`config.mk`:
```
export PLATFORM = sky130hd
export DESIGN_NAME = regfile
export DESIGN_NICKNAME = d
export VERILOG_FILES = /design/src/rtl/regfile_pkg.sv /design/src/rtl/regfile.sv
export SDC_FILE = /design/constraint.sdc
export NUM_CORES = 2
export LEC_CHECK = 0
export ABC_CLOCK_PERIOD_IN_PS = 2400
export CAP_MARGIN = 25
export CORE_ASPECT_RATIO = 1.2
export CORE_MARGIN = 1.5
export CORE_UTILIZATION = 48
export DETAILED_ROUTE_END_ITERATION = 8
export GPL_TIMING_DRIVEN = 1
export PLACE_DENSITY = 0.73
export SETUP_SLACK_MARGIN = 0.1
export SLEW_MARGIN = 20
export SYNTH_ARGS = -nofsm -noshare
export SYNTH_HDL_FRONTEND = slang
export SYNTH_SLANG_ARGS = --single-unit
export TNS_END_PERCENT = 1
```
`constraint.sdc`:
```
create_clock -name clk -period 2.4 [get_ports clk]
set_input_delay 0.48 -clock clk [delete_from_list [all_inputs] [get_ports clk]]
set_output_delay 0.48 -clock clk [all_outputs]
set_load 0.03 [all_outputs]
```
`src/rtl/regfile_pkg.sv`:
```
// Shared constants and types for the KGPMini register file.
// The CPU datapath imports this package to size its operand and writeback buses.
package regfile_pkg;

    localparam int DATA_WIDTH = 32;
    localparam int ADDR_WIDTH = 5;
    localparam int NUM_REGS   = 2 ** ADDR_WIDTH;

    typedef logic [ADDR_WIDTH-1:0] reg_addr_t;
    typedef logic [DATA_WIDTH-1:0] reg_data_t;

endpackage : regfile_pkg

```
`src/rtl/regfile.sv`:
```
// KGPMini general-purpose register file: 32 x 32 storage, two combinational
// read ports for the ALU operands and one clocked writeback port.
module regfile #(
    parameter int DATA_WIDTH = regfile_pkg::DATA_WIDTH,
    parameter int ADDR_WIDTH = regfile_pkg::ADDR_WIDTH
) (
    input  logic                  clk,
    input  logic                  reset,
    input  logic [ADDR_WIDTH-1:0] readReg1,
    input  logic [ADDR_WIDTH-1:0] readReg2,
    input  logic [ADDR_WIDTH-1:0] writeReg,
    input  logic [DATA_WIDTH-1:0] writeData,
    input  logic                  RegWrite,
    output logic [DATA_WIDTH-1:0] data1,
    output logic [DATA_WIDTH-1:0] data2
);

    localparam int NumRegs = 2 ** ADDR_WIDTH;

    logic [DATA_WIDTH-1:0] regs [NumRegs];

    // NOTE: every entry is cleared by the asynchronous reset, so the array is
    // built from resettable flops rather than a RAM macro; sequential state
    // uses non-blocking assignments so all readers see pre-edge values.
    always_ff @(posedge clk or negedge reset) begin
        if (!reset) begin
            for (int i = 0; i < NumRegs; i++) begin
                regs[i] <= '0;
            end
        end else if (RegWrite) begin
            regs[writeReg] <= writeData;
        end
    end

    // No write-to-read bypass: a same-index read shows the new value only after the edge.
    assign data1 = regs[readReg1];
    assign data2 = regs[readReg2];

endmodule : regfile

```
==> metrics.yaml <==
setup_path:
  crit_required_ns: 1.92
  path_max_fanout: 2
  end_kind: "output port"
  start_kind: "flop"
  crit_arrival_ns: 2.30
  critPathKind: "reg -> out"
grt:
  grt_first_pass_wirelength_um: 270000
  grt_remaining_overflow: 0
  grt_pass1_vias: 43400
  grt_max_degree: 96
  antenna_found_initial: 6
  grt_use_total_pct: 29.8
route:
  vias: 41700
  wl_um: 180000
  ant_nets: 0
  firstDrtPassIters: 6
  first_iter_violations: 3780
  viasPerCell: 6.37
  routedWlPerCell_um: 27.4
  drc: 0
yosys:
  yosysSeqAreaShare_pct: 45.6
  synthMuxAreaShare_pct: 38.7
  synth_xor_area_share_pct: 0
  syn-instance-count: 4605
  synth_area_leaders: "dfrtp_1 46%, mux2_2 20%, mux2i_1 18%, a22oi_1 2.6%, a22o_1 2.0%"
  synth_fa_ha_area_share_pct: 0
  synth_top_area_cell: "dfrtp_1"
  yosys_warnings: 0
  synth_top_area_share_pct: 45.6
  avgSynthCellArea_um2: 12.2
  synth_compound_area_share_pct: 6.98
  yosys.area_share.simple_pct: 4.38
  syn_area_um2: 56200
  synth.distinct_cells: 28
  ys_ff_latch: 1024
  syn_nets: 4655
  synth_top_family_by_area: "multiplexers"
placement:
  io_buffers: 113
  place_congestion: 0.920
  dp_hpwl_um: 117000
  dpl_cell_area_um2: 63100
floorplanning:
  row_count: 137
  initial_utilization_pct: 48.4
  die_h_um: 378
  io_pins: 114
  die_area_um2: 119000
  die_x_um: 315
  coreArea_um2: 116000
cells_and_area:
  final_nets: 4985
  top_register: "regs"
  stdcell_area_um2: 68300
  largest_register_ffs: 1024
  mostFrequentLayoutCell: "dfrtp_1"
  reg_top3: "regs (1024)"
  layout-drive-gt1-share_pct: 38.6
  area_growth_pct: 21.4
  layout_common_cells: "1,024 x dfrtp_1, 1,006 x mux2i_1, 987 x mux2_2"
timing:
  worstMarginPinSlew_ns: 0.731
  fin_worst_skew_ns: 0
  rsz0062_at_grt: "yes"
  fin_tns_setup_ns: -14.46
  maxSlewViolCount: 0
  period_needed_ns: 2.78
  setup_viol: 64
  fin_ws_ns: -0.385
  fin_crit_sh_pct: 116
  slew_headroom_pct: 51.2
  max_clock_freq_mhz: 359
  hold_viol: 0
power:
  switchingPower_uw: 15200
  p_int_uw: 36400
  clockPowerShare_pct: 31.8
  power.density_nw_per_um2: 755
  p_sw_share_pct: 29.5
  peakVddDrop_mv: 0.594
  comb_power_share_pct: 22.9
  p_leak_uw: 0.0322
  p_seq_share_pct: 45.3
min_path:
  holdCritPathClass: "in -> async"
clock_tree:
  clkTransAtPathRegs_ns: 0.07
  cts_tree: "built"
  cts_buffers: 100
  h-tree-depth: 3
  cts_root_buffer: "clkbuf_16"
  cts_sinks: 1024
  clock_path_buffers: 3
  insertion_delay_ns: 0.68
run:
  cap_viol_max_count: 0
status:
  status: "complete, but fails checks"
  violations: "negative setup slack"
cells by family (layout without fill, tap and decap cells):
group                  count (synthesis)  in the layout
multiplexers                        2048           2048
flip-flops                          1024           1024
buffers and inverters                444            856
other                                  0              4
AND/OR/NAND/NOR                      513            513
AO/OA/AOI/OAI                        576            576
stage by stage:
stage / setup slack [ns] / power [uW] / util [%] / hold slack, ns / cells
final: -0.385 / 51600 / 58.7 / 0.263 / 6550
after CTS: -0.366 / 51400 / 58.5 / 0.247 / 6544
after floorplan: 0.0549 / 30400 / - / 0.184 / 4605
after global routing: -0.388 / 53600 / 58.7 / 0.293 / 6547
after detailed placement: -1.07 / 34600 / 54.3 / 0.419 / 6323
after global placement: -1.04 / 34100 / 54.3 / 0.418 / 6323
repair_timing:
action	4_1_cts	5_1_grt
endpoints found under the hold margin	38	0
cloned	7	0
pin swaps	70	35
gates resized for setup	241	50
setup buffers	29	2
endpoints found under the setup margin	64	64
hold buffers	1	0
path summary, 6_finish.rpt:
| kind | startpoint | end | slack [ns] | depth (start not counted) |
|---|---|---|---|---|
| worst max-delay path | regs[1016] | data2[24] | -0.38 | 7 |
| worst min-delay path | reset | regs[673] | 0.26 | 2 |
| worst max register to register | regs[791] | regs[791] | 1.48 | 2 |
| worst min register to register | regs[529] | regs[529] | 0.51 | 1 |
| max in group asynchronous | reset | regs[822] | 1.13 | 4 |
| min in group clk | regs[529] | regs[529] | 0.51 | 1 |
critical path, cell delays in order, from the launching register on:
cell	delay (ns)
dfrtp_1	0.40
mux2i_2	0.22
a22o_1	0.22
nor3_2	0.05
a31oi_1	0.21
nand3_2	0.17
buf_6	0.18
buf_8	0.14
cells in the mapped netlist:
master    count
buf_4        59
nand2_1     211
nand2b_1      4
and2_1        2
nor2_4       16
mux2i_1    1024
nor2_1        3
a22o_1      128
clkbuf_1    190
or2_2         3
nor3_1       65
buf_6        57
nor3b_2       3
buf_2       110
buf_1        28
mux2_1       37
dfrtp_1    1024
nand3_1     194
nor3b_1       1
and3_1        1
mux2_2      987
a22oi_1     192
nand3b_1      4
or3b_4        1
and3b_1       1
nor2b_1       4
a31oi_1      64
a21oi_1     192
power by group through the flow:
| stage | Combinational, uW | Clock [uW] | Sequential [uW] |
|---|---|---|---|
| final | 11800 | 16400 | 23300 |
| after floorplan | 7710 | 0 | 22700 |
| after global placement | 10900 | 0 | 23200 |
| after detailed placement | 11100 | 0 | 23400 |
| after CTS | 11600 | 16600 | 23200 |
| after global routing | 12600 | 17200 | 23700 |
layer usage:
layer | global-route usage, % | wire length (um) | vias to the layer above
met1 | 37.0 | 70800 | 21700
li1 | - | - | 17700
met3 | 5.18 | 12700 | 546
met5 | 0 | 38 | -
met2 | 48.9 | 85500 | 1807
met4 | 17.0 | 10500 | 6
cell type report:
type                            count  area [um2]
Antenna cell                        4        10.0
Clock buffer                      155        3020
Clock inverter                     29         362
Fill cell                        9093       47900
Multi-Input combinational cell   3137       29100
Sequential cell                  1024       25600
Tap cell                         1529        1910
Timing Repair Buffer              672        8280
Power figures use the tool's default switching activity.
